===== config.mk =====
export PLATFORM = sky130hd
export DESIGN_NAME = pri_tie_arb
export DESIGN_NICKNAME = d
export VERILOG_FILES = /design/src/rtl/pslip_pkg.sv /design/src/rtl/pri_tie_arb_rr_pick.sv /design/src/rtl/pri_tie_arb.sv
export SDC_FILE = /design/constraint.sdc
export NUM_CORES = 1
export LEC_CHECK = 0
export ABC_CLOCK_PERIOD_IN_PS = 4700
export BUFFER_PORTS_ARGS = -buffer_cell sky130_fd_sc_hd__buf_2
export CORE_MARGIN = 1
export CORE_UTILIZATION = 46
export CTS_CLUSTER_SIZE = 28
export DETAILED_ROUTE_END_ITERATION = 10
export GPL_ROUTABILITY_DRIVEN = 0
export GPL_TIMING_DRIVEN = 0
export HOLD_SLACK_MARGIN = 0.12
export PLACE_DENSITY_LB_ADDON = 0.2
export SETUP_SLACK_MARGIN = 0.1
export SYNTH_ARGS = -nofsm -noshare
export SYNTH_HDL_FRONTEND = slang
export SYNTH_HIERARCHICAL = 1
export SYNTH_SLANG_ARGS = --single-unit

===== constraint.sdc =====
create_clock -name clk -period 4.7 [get_ports clk]
set_input_delay 0.94 -clock clk [delete_from_list [all_inputs] [get_ports clk]]
set_output_delay 0.94 -clock clk [all_outputs]
set_load 0.02 [all_outputs]

===== src/rtl/pslip_pkg.sv =====
// pslip_pkg: shared constants, types and helpers for the pSLIP request-side
// scheduler blocks (pri_tie_arb and the round-robin picker).
//   PSLIP_N / PSLIP_P / PSLIP_C : default port count, priority levels, priority width
//   PSLIP_TIMEOUT               : default grant hold limit (optional timeout build)
//   pri_tie_state_t             : request-side controller states
//   ptr_inc()                   : round-robin pointer increment modulo n
package pslip_pkg;

  localparam int PSLIP_N       = 16;
  localparam int PSLIP_P       = 64;
  localparam int PSLIP_C       = $clog2(PSLIP_P);
  localparam int PSLIP_TIMEOUT = 15;

  typedef enum logic [2:0] {
    ST_IDLE,
    ST_LOAD,
    ST_WAIT,
    ST_ARB,
    ST_GRANT
  } pri_tie_state_t;

  // Explicit wrap so n need not be a power of two.
  function automatic int unsigned ptr_inc(input int unsigned p, input int unsigned n);
    return (p >= n - 1) ? 0 : p + 1;
  endfunction

endpackage


===== src/rtl/pri_tie_arb_rr_pick.sv =====
// rr_pick: combinational round-robin picker.
// Returns the first set bit of tie at or above ptr, wrapping modulo N.
//   tie    : request/tie vector
//   ptr    : round-robin start position (must be < N)
//   onehot : one-hot of the chosen bit (all zero when tie is empty)
//   idx    : index of the chosen bit (0 when tie is empty)
// The vector is duplicated and the lower copy masked below ptr; a plain
// lowest-index encode over the 2N-bit result then yields the wrapped winner,
// since upper-copy bits stand in for indices that come "after" N-1.
module rr_pick
  import pslip_pkg::*;
#(
  parameter  int N  = PSLIP_N,
  localparam int PW = (N > 1) ? $clog2(N) : 1
) (
  input  logic [N-1:0]  tie,
  input  logic [PW-1:0] ptr,
  output logic [N-1:0]  onehot,
  output logic [PW-1:0] idx
);

  logic [2*N-1:0] dbl;
  logic [2*N-1:0] mdbl;
  logic           found;
  int             pos;

  always_comb begin
    dbl   = {tie, tie};
    mdbl  = '0;
    found = 1'b0;
    pos   = 0;
    for (int j = 0; j < 2*N; j++)
      mdbl[j] = dbl[j] & (j >= int'(ptr));
    for (int j = 0; j < 2*N; j++) begin
      if (mdbl[j] && !found) begin
        found = 1'b1;
        pos   = j;
      end
    end
    idx = (pos >= N) ? PW'(pos - N) : PW'(pos);
    for (int k = 0; k < N; k++)
      onehot[k] = found && (idx == PW'(k));
  end

endmodule


===== src/rtl/pri_tie_arb.sv =====
// pri_tie_arb: request-side controller and tie-break arbiter for the pSLIP
// bit-serial priority selector.
// Takes a snapshot of N per-port priorities, launches one selector pass,
// captures the tie vector of ports at the highest priority, and issues a
// single one-hot grant by round-robin. The pointer moves past the winner only
// when the grant is accepted.
// Ports:
//   clk, reset            : clock, async active-high reset
//   req_pri/valid/ready   : snapshot handshake (priority 0 = no request)
//   sel_in, sel_update    : priorities and start pulse to the selector
//   sel_ready, sel_req    : selector result pulse and tie vector
//   gnt, gnt_pri          : registered one-hot grant and its priority
//   gnt_valid, gnt_accept : grant handshake
//   no_req                : pulse when a pass finds no requesting port
// Build option: PRI_TIE_TIMEOUT_EN -- withdraw an unaccepted grant after
// TIMEOUT cycles in GRANT (pointer unchanged). Undefined: hold until accept.
module pri_tie_arb
  import pslip_pkg::*;
#(
  parameter int N       = PSLIP_N,
  parameter int P       = PSLIP_P,
  parameter int C       = $clog2(P),
  parameter int TIMEOUT = PSLIP_TIMEOUT
) (
  input  logic                clk,
  input  logic                reset,
  input  logic [N-1:0][C-1:0] req_pri,
  input  logic                req_valid,
  output logic                req_ready,
  output logic [N-1:0][C-1:0] sel_in,
  output logic                sel_update,
  input  logic                sel_ready,
  input  logic [N-1:0]        sel_req,
  output logic [N-1:0]        gnt,
  output logic [C-1:0]        gnt_pri,
  output logic                gnt_valid,
  input  logic                gnt_accept,
  output logic                no_req
);

  localparam int PW = (N > 1) ? $clog2(N) : 1;

  pri_tie_state_t      state, nstate;
  logic [PW-1:0]       ptr;
  logic [PW-1:0]       win_idx;
  logic [N-1:0][C-1:0] snap;
  logic [N-1:0]        tie;
  logic [N-1:0]        pk_onehot;
  logic [PW-1:0]       pk_idx;

`ifdef PRI_TIE_TIMEOUT_EN
  localparam int TW = (TIMEOUT > 1) ? $clog2(TIMEOUT + 1) : 1;
  logic [TW-1:0] to_cnt;
`endif

  // Snapshot stays on the selector bus for the whole pass.
  assign sel_in = snap;

  rr_pick #(.N(N)) u_pick (
    .tie    (tie),
    .ptr    (ptr),
    .onehot (pk_onehot),
    .idx    (pk_idx)
  );

  always_comb begin
    nstate     = state;
    req_ready  = 1'b0;
    sel_update = 1'b0;
    no_req     = 1'b0;
    gnt_valid  = 1'b0;
    case (state)
      ST_IDLE: begin
        // State is already IDLE while reset is held; keep ready low until release.
        req_ready = ~reset;
        if (req_valid) nstate = ST_LOAD;
      end
      ST_LOAD: begin
        sel_update = 1'b1;
        nstate     = ST_WAIT;
      end
      ST_WAIT: begin
        if (sel_ready) nstate = ST_ARB;
      end
      ST_ARB: begin
        if (tie == '0) begin
          no_req = 1'b1;
          nstate = ST_IDLE;
        end else begin
          nstate = ST_GRANT;
        end
      end
      ST_GRANT: begin
        gnt_valid = 1'b1;
        if (gnt_accept) nstate = ST_IDLE;
`ifdef PRI_TIE_TIMEOUT_EN
        // Accept is tested first so an accept in the last cycle still wins.
        else if (to_cnt == TW'(TIMEOUT - 1)) nstate = ST_IDLE;
`endif
      end
      default: nstate = ST_IDLE;
    endcase
  end

  always_ff @(posedge clk or posedge reset) begin
    if (reset) begin
      state   <= ST_IDLE;
      ptr     <= '0;
      win_idx <= '0;
      snap    <= '0;
      tie     <= '0;
      gnt     <= '0;
      gnt_pri <= '0;
    end else begin
      state <= nstate;
      if (state == ST_IDLE && req_valid)
        snap <= req_pri;
      // Results outside WAIT are stale passes; drop them.
      if (state == ST_WAIT && sel_ready)
        tie <= sel_req;
      if (state == ST_ARB && tie != '0) begin
        gnt     <= pk_onehot;
        gnt_pri <= snap[pk_idx];
        win_idx <= pk_idx;
      end
      if (state == ST_GRANT && gnt_accept)
        ptr <= PW'(ptr_inc(int'(win_idx), N));
    end
  end

`ifdef PRI_TIE_TIMEOUT_EN
  // Counts completed GRANT cycles; zero on GRANT entry.
  always_ff @(posedge clk or posedge reset) begin
    if (reset)                 to_cnt <= '0;
    else if (state != ST_GRANT) to_cnt <= '0;
    else                        to_cnt <= to_cnt + 1'b1;
  end
`endif

endmodule


==> results of run 1 <==
-- report_power, final --
group | total (mW) | switching (mW) | internal [mW]
registers | 2.43 | 0.555 | 1.88
clock network | 1.29 | 0.548 | 0.738
logic | 5.10 | 2.70 | 2.40
total | 8.82 | 3.80 | 5.02
-- layout by cell type (no fill, tap or decap), types with 3 or more instances in the layout --
| cell type | count |
|---|---|
| nor4_1 | 4 |
| buf_4 | 8 |
| nor2_1 | 14 |
| nand2b_1 | 4 |
| nor4_2 | 4 |
| inv_6 | 6 |
| clkbuf_1 | 3 |
| a21oi_1 | 5 |
| nand3_1 | 7 |
| mux2_1 | 16 |
| nand2_1 | 17 |
| o21ai_0 | 11 |
| clkinvlp_4 | 3 |
| mux4_1 | 20 |
| buf_12 | 6 |
| a211oi_1 | 3 |
| clkbuf_8 | 4 |
| nor3_1 | 20 |
| dfrtp_1 | 145 |
| clkbuf_16 | 17 |
| buf_6 | 3 |
| inv_1 | 8 |
| mux2i_1 | 20 |
| mux2_2 | 117 |
| mux2_4 | 6 |
| nor2b_1 | 3 |
| mux4_2 | 4 |
| buf_2 | 251 |
-- registers in the layout, summed over array words and instances (netlist names) --
register / count
state: 3
sel_in: 96
gnt: 16
ptr: 4
gnt_pri: 6
win_idx: 4
tie: 16
-- layout make-up --
cell class / instances / area, um2
clock inverters: 13 / 125
plain buffers: 31 / 258
repair buffers: 242 / 1270
inverters: 11 / 47.5
fillers: 1284 / 5940
multi-input cells: 323 / 3350
well taps: 211 / 264
clock buffers: 19 / 433
flip-flops and latches: 145 / 3630
-- worst reg2reg max path: cells and delay by family, from the launching register on --
kind / cells / cell delay (ns)
and+or+nand+nor: 3 / 0.67
buffers and inverters: 3 / 0.61
AOI/OAI and AO/OA: 3 / 0.71
DFF: 1 / 0.45
muxes: 4 / 1.21
-- metal layers --
metal,share of wire,up-vias
met5,0,-
met4,0.023,0
met3,0.058,35
met2,0.54,191
met1,0.38,2719
li1,-,2442
-- worst paths after layout --
| check | start | endpoint | slack [ns] | cells past startpoint |
|---|---|---|---|---|
| min in group asynchronous | reset | state[0] | 0.53 | 2 |
| max | ptr[3] | gnt_pri[0] | 0.94 | 13 |
| min reg2reg | gnt[8] | gnt[8] | 0.49 | 1 |
| max reg2reg | ptr[3] | gnt_pri[0] | 0.94 | 13 |
| max in group asynchronous | reset | sel_in[43] | 3.21 | 5 |
| min | gnt[8] | gnt[8] | 0.49 | 1 |
-- stage by stage --
step	instances	util	worst slack (ns)	power, mW
after floorplan	510	-	1.70	6.02
after global placement	959	0.570	0.991	7.43
after detailed placement	963	0.576	0.995	7.58
after CTS	995	0.612	0.983	8.90
after global routing	995	0.612	0.688	9.31
final	995	0.612	0.943	8.82
-- logic make-up after synthesis --
group,synth area share
AO/OA/AOI/OAI,0.0499
XOR/XNOR,0.00241
adder cells (fa/ha/maj),0.00172
buffers and inverters,0.0414
flip-flops,0.499
multiplexers,0.330
AND/OR/NAND/NOR,0.0755
==> impl_metrics.py, run 1 <==
metrics = {
    "run_status": {
        "status": "finished, final reports clean",
    },
    "critical_path": {
        "path_delay_family": "multiplexers",
        "cp_cell_sequence": "buf_2 > a21boi_0 > o21ai_0 > nand2_1 > nor3_1 > o21ai_0 > nand2_1 > buf_6 > buf_12 > mux4_1 > mux2i_1 > mux2i_1 > mux2_4",
        "cp_max_fo": 10,
        "cp-end-kind": "register",
        "cp_data_arrival_time_ns": 4.06,
        "critical-path-max-stage-delay_ns": 0.58,
        "required_ns": 5.00,
        "start_kind": "register",
        "path_buf_inv": 3,
        "path_class": "reg -> reg",
        "crit_slowest_cell": "mux4_1",
    },
    "synthesis": {
        "synth-async-reset-ratio": 1.00,
        "synth_common_cells": "dfrtp_1, mux2_2, mux2i_1, mux4_1, nor3_1",
        "ys_warn_count": 6,
        "ys_ff_latch": 145,
        "synth_nets": 628,
        "synth_most_common_cell": "dfrtp_1",
        "synthesis.area_um2": 7280,
        "synth.distinct_cells": 67,
        "synth-seq-area-share": 0.499,
        "synth_cells": 510,
        "synth-edff-count": 0,
        "synth_top_cells_by_area": "dfrtp_1, mux2_2, mux4_1",
        "synth_top_cell_by_area": "dfrtp_1",
        "synth_top_area_share": 0.499,
        "syn_area_per_cell_um2": 14.3,
        "ys.flop_type": "dfrtp_1",
    },
    "detailed_routing": {
        "drt_iter0_drc": 262,
        "viasPerCell": 5.41,
        "first_pass_iters": 4,
        "drc": 0,
        "antenna_left": 0,
        "wire_per_inst_um": 20.1,
        "wl_um": 20000,
        "via_count": 5387,
    },
    "flow_run": {
        "drv_cap": 0,
    },
    "global_route": {
        "grt_pass1_wl_um": 31000,
        "overflow": 0,
        "gr-usage-met3": 0.0710,
        "grt_pass1_vias": 5731,
        "top_usage_layer": "met2",
        "grt_max_degree": 40,
        "grt_usage": 0.254,
        "antenna_found_initial": 0,
        "met1_usage": 0.284,
        "globalRouteMet2Util": 0.461,
    },
    "pwr": {
        "ir_worst_vdd_mv": 0.449,
        "p_leak_nw": 4.43,
        "p_per_area_nw_per_um2": 941,
    },
    "cts": {
        "insertion_delay_ns": 0.42,
        "cts-root-buf": "clkbuf_16",
        "clk_pin_slew_ns": 0.06,
        "clock_sinks": 145,
        "clockBufferDepth": 2,
        "ctsResizeCount": 0,
        "holdBufCountCts": 0,
        "numCtsBuffers": 17,
        "htree_levels": 4,
        "cts_tree": "done",
        "post_cts_buffers": 0,
    },
    "timing": {
        "fin_crit_sh": 0.799,
        "rsz0062_at_grt": "false",
        "hold_ws_ns": 0.489,
        "finalSetupViolCount": 0,
        "max_freq_ghz": 0.266,
        "timing.setup.tns_ns": 0,
        "relSlewSlack": 0.519,
        "layout_min_cycle_time_ns": 3.76,
        "hold_viol": 0,
        "worst_pin_slew_ns": 0.715,
        "timing.final.max_slew_violations": 0,
        "finClkSkew_ns": 0.0105,
    },
    "layout": {
        "post_route_cells_drive_above_1_share": 0.571,
        "diodes": 0,
        "final_cell_area_um2": 9370,
        "nets": 889,
        "area_delta_synth_final_pct": 28.8,
    },
    "placement": {
        "portBuffers": 238,
        "dp_hpwl_um": 14900,
        "placed_area_um2": 8810,
    },
    "floorplanning": {
        "die_y_um": 128,
        "die_w_um": 128,
        "rows": 45,
        "die_area_um2": 16300,
        "initial_core_util": 0.475,
        "io_pins": 239,
        "core_um2": 15300,
    },
    "hold_path": {
        "hp-class": "reg -> reg",
    },
}
(Power assumes the default switching activity.)
==> inputs of run 2 (changes only) <==
- ABC_AREA: not set -> 1
- ABC_CLOCK_PERIOD_IN_PS: 4700 -> 3910
- CORE_UTILIZATION: 46 -> 51
- clock period: 4.7 -> 3.91 ns (I/O delays scaled with it)
==> run 2 against run 1 <==
Net effect: die area decreased by 7.6%; synthesized cell count grew 53%; count of clock-buffer cells in the layout rose by 2; global-route usage is 4.8 points higher; maximum frequency increased by 2.2%; setup slack got worse by 0.71 ns; clock skew up 0.0011 ns; critical path depth rose by 14; critical path type unchanged.
==> impl_metrics.py, run 2 <==
metrics = {
    "run_status": {
        "status": "finished, final reports clean",
    },
    "layout": {
        "most-common-layout-cells": "buf_2, nand2_1, dfrtp_1",
        "nets": 1184,
        "final_common_cell": "buf_2",
        "area_delta_synth_final_pct": 34.4,
        "largest_reg_flops": 96,
        "fill_cells": 1062,
        "post_route_cells_drive_above_1_share": 0.453,
    },
    "synthesis": {
        "synth-async-reset-ratio": 1.00,
        "synth.distinct_cells": 38,
        "synth_top_family_by_area": "simple AND/OR/NAND/NOR gates",
        "synth_common_cells": "nand2_1, dfrtp_1, nand3_1",
        "synth_cells": 779,
        "synth-compound-area-share": 0.0286,
        "syn_area_per_cell_um2": 9.56,
        "ys.flop_type": "dfrtp_1",
        "synthesis.area_um2": 7440,
        "ys_ff_latch": 145,
        "synthMuxAreaShare": 0.178,
        "synth-seq-area-share": 0.487,
        "yosys.area_share.simple": 0.251,
        "synth_xor_area_frac": 0.00235,
        "synth_top_cell_by_area": "dfrtp_1",
        "synth_most_common_cell": "nand2_1",
        "synthAdderAreaFrac": 0.00168,
        "synth_top_cells_by_area": "dfrtp_1, nand2_1, mux2_2",
        "synth_nets": 897,
        "synth-edff-count": 0,
        "ys_warn_count": 6,
        "synth_top_area_share": 0.487,
    },
    "timing": {
        "timing.final.max_slew_violations": 0,
        "hold_viol": 0,
        "finalSetupViolCount": 0,
        "relSlewSlack": 0.574,
        "hold_ws_ns": 0.446,
        "worst_pin_slew_ns": 0.637,
        "max_freq_ghz": 0.272,
        "finClkSkew_ns": 0.0116,
        "rsz0062_at_grt": "false",
        "worst_slack_ns": 0.233,
        "layout_min_cycle_time_ns": 3.68,
        "fin_crit_sh": 0.940,
    },
    "global_route": {
        "grt_pass1_vias": 6524,
        "grt_max_degree": 36,
        "antenna_found_initial": 1,
        "grt_pass1_wl_um": 34000,
        "grt_usage": 0.302,
        "overflow": 0,
    },
    "critical_path": {
        "path_class": "reg -> reg",
        "cp_max_fo": 10,
        "start_kind": "register",
        "crit_slowest_cell": "dfrtp_1",
        "critical-path-max-stage-delay_ns": 0.42,
        "cp_data_arrival_time_ns": 4.05,
        "path_buf_inv": 5,
        "required_ns": 4.28,
        "cp-end-kind": "register",
        "path_delay_family": "simple AND/OR/NAND/NOR gates",
    },
    "detailed_routing": {
        "antenna_left": 0,
        "drc": 0,
        "via_count": 6675,
        "first_pass_iters": 5,
        "drt_iter0_drc": 393,
        "wire_per_inst_um": 17.5,
        "wl_um": 22000,
        "viasPerCell": 5.31,
    },
    "floorplanning": {
        "die_area_um2": 15100,
        "rows": 43,
        "die_y_um": 123,
        "io_pins": 239,
        "core_um2": 14000,
        "initial_core_util": 0.530,
        "die_w_um": 123,
    },
    "cts": {
        "cts_tree": "done",
        "clockBufferDepth": 2,
        "insertion_delay_ns": 0.43,
        "numCtsBuffers": 17,
        "clk_pin_slew_ns": 0.06,
        "cts-root-buf": "clkbuf_16",
        "htree_levels": 4,
        "clock_sinks": 145,
        "holdBufCountCts": 0,
    },
    "placement": {
        "dp_hpwl_um": 16100,
        "portBuffers": 238,
        "dp_slack_ns": -0.317,
    },
    "hold_path": {
        "hp-class": "in -> async",
    },
    "flow_run": {
        "drv_cap": 0,
    },
}
-- run 2: cell types whose count changed in the layout (fill, tap and decap cells not counted), moves of 19 or more --
cell / before / now
buf_4: 8 / 27
mux2_4: 6 / 40
mux4_1: 20 / 0
nor2_1: 14 / 43
inv_1: 8 / 42
mux2_2: 117 / 64
mux2i_1: 20 / 0
nand2_1: 17 / 219
nand3_1: 7 / 80
-- run 2: logic make-up (layout without fill, tap and decap cells) --
group           Yosys count  count (layout)
simple gates            404             404
other cells               0               1
mux                     104             104
buf+inv                  86             384
compound gates           37              37
xor+xnor                  2               2
flops                   145             145
fa+ha+maj                 1               1
-- run 2: metrics by stage --
step / cells / cell area (um2) / TNS, ns / util
2_1_floorplan: 779 / 7450 / 0 / -
3_3_place_gp: 1197 / 8860 / -1.57 / 0.631
3_5_place_dp: 1201 / 8940 / -1.72 / 0.637
4_1_cts: 1247 / 9790 / 0 / 0.697
5_1_grt: 1258 / 10000 / 0 / 0.712
6_report: 1258 / 10000 / 0 / 0.712
-- run 2: layout make-up --
| class | instances | area (um2) | area share |
|---|---|---|---|
| clock inverters | 9 | 131 | 0.0131 |
| multi-input cells | 548 | 3570 | 0.357 |
| inverters | 51 | 204 | 0.0204 |
| plain buffers | 35 | 292 | 0.0291 |
| well taps | 180 | 225 | 0.0225 |
| flip-flops and latches | 145 | 3630 | 0.363 |
| clock buffers | 21 | 480 | 0.0480 |
| repair buffers | 268 | 1470 | 0.147 |
| diodes | 1 | 2.50 | 0.000250 |
-- run 2: routing by layer --
layer / wire (um) / GRT usage
met1: 9260 / 0.378
met2: 11200 / 0.515
met3: 1050 / 0.0581
met4: 493 / 0.117
met5: 0 / 0
-- run 2: worst register-to-register path, delay by kind of cell, from the launching register on --
kind / cells / cell delay (ns)
AND/OR/NAND/NOR: 20 / 2.22
flip-flops: 1 / 0.42
AO/OA/AOI/OAI: 2 / 0.39
buffers and inverters: 5 / 0.57
-- run 2: path summary, 6_finish.rpt --
| check | to | from | slack, ns | cells after the start |
|---|---|---|---|---|
| worst max-delay path | gnt_pri[2] | ptr[0] | 0.23 | 27 |
| worst min-delay path | tie[6] | reset | 0.45 | 2 |
| worst max register to register | gnt_pri[2] | ptr[0] | 0.23 | 27 |
| worst min register to register | gnt[10] | gnt[10] | 0.48 | 2 |
| max in group asynchronous | sel_in[15] | reset | 2.46 | 5 |
| min in group clk | gnt[10] | gnt[10] | 0.48 | 2 |
-- run 2: repair_timing --
item | 4_1_cts | 5_1_grt
resized for setup | 40 | 39
pin swaps | 13 | 16
setup buffers | 16 | 10
setup endpoints to repair | 7 | 10
Power of run 2 is left out: the tool's default activity adds up to more than one toggle a clock period on the data nets, which glitch-free logic cannot reach.
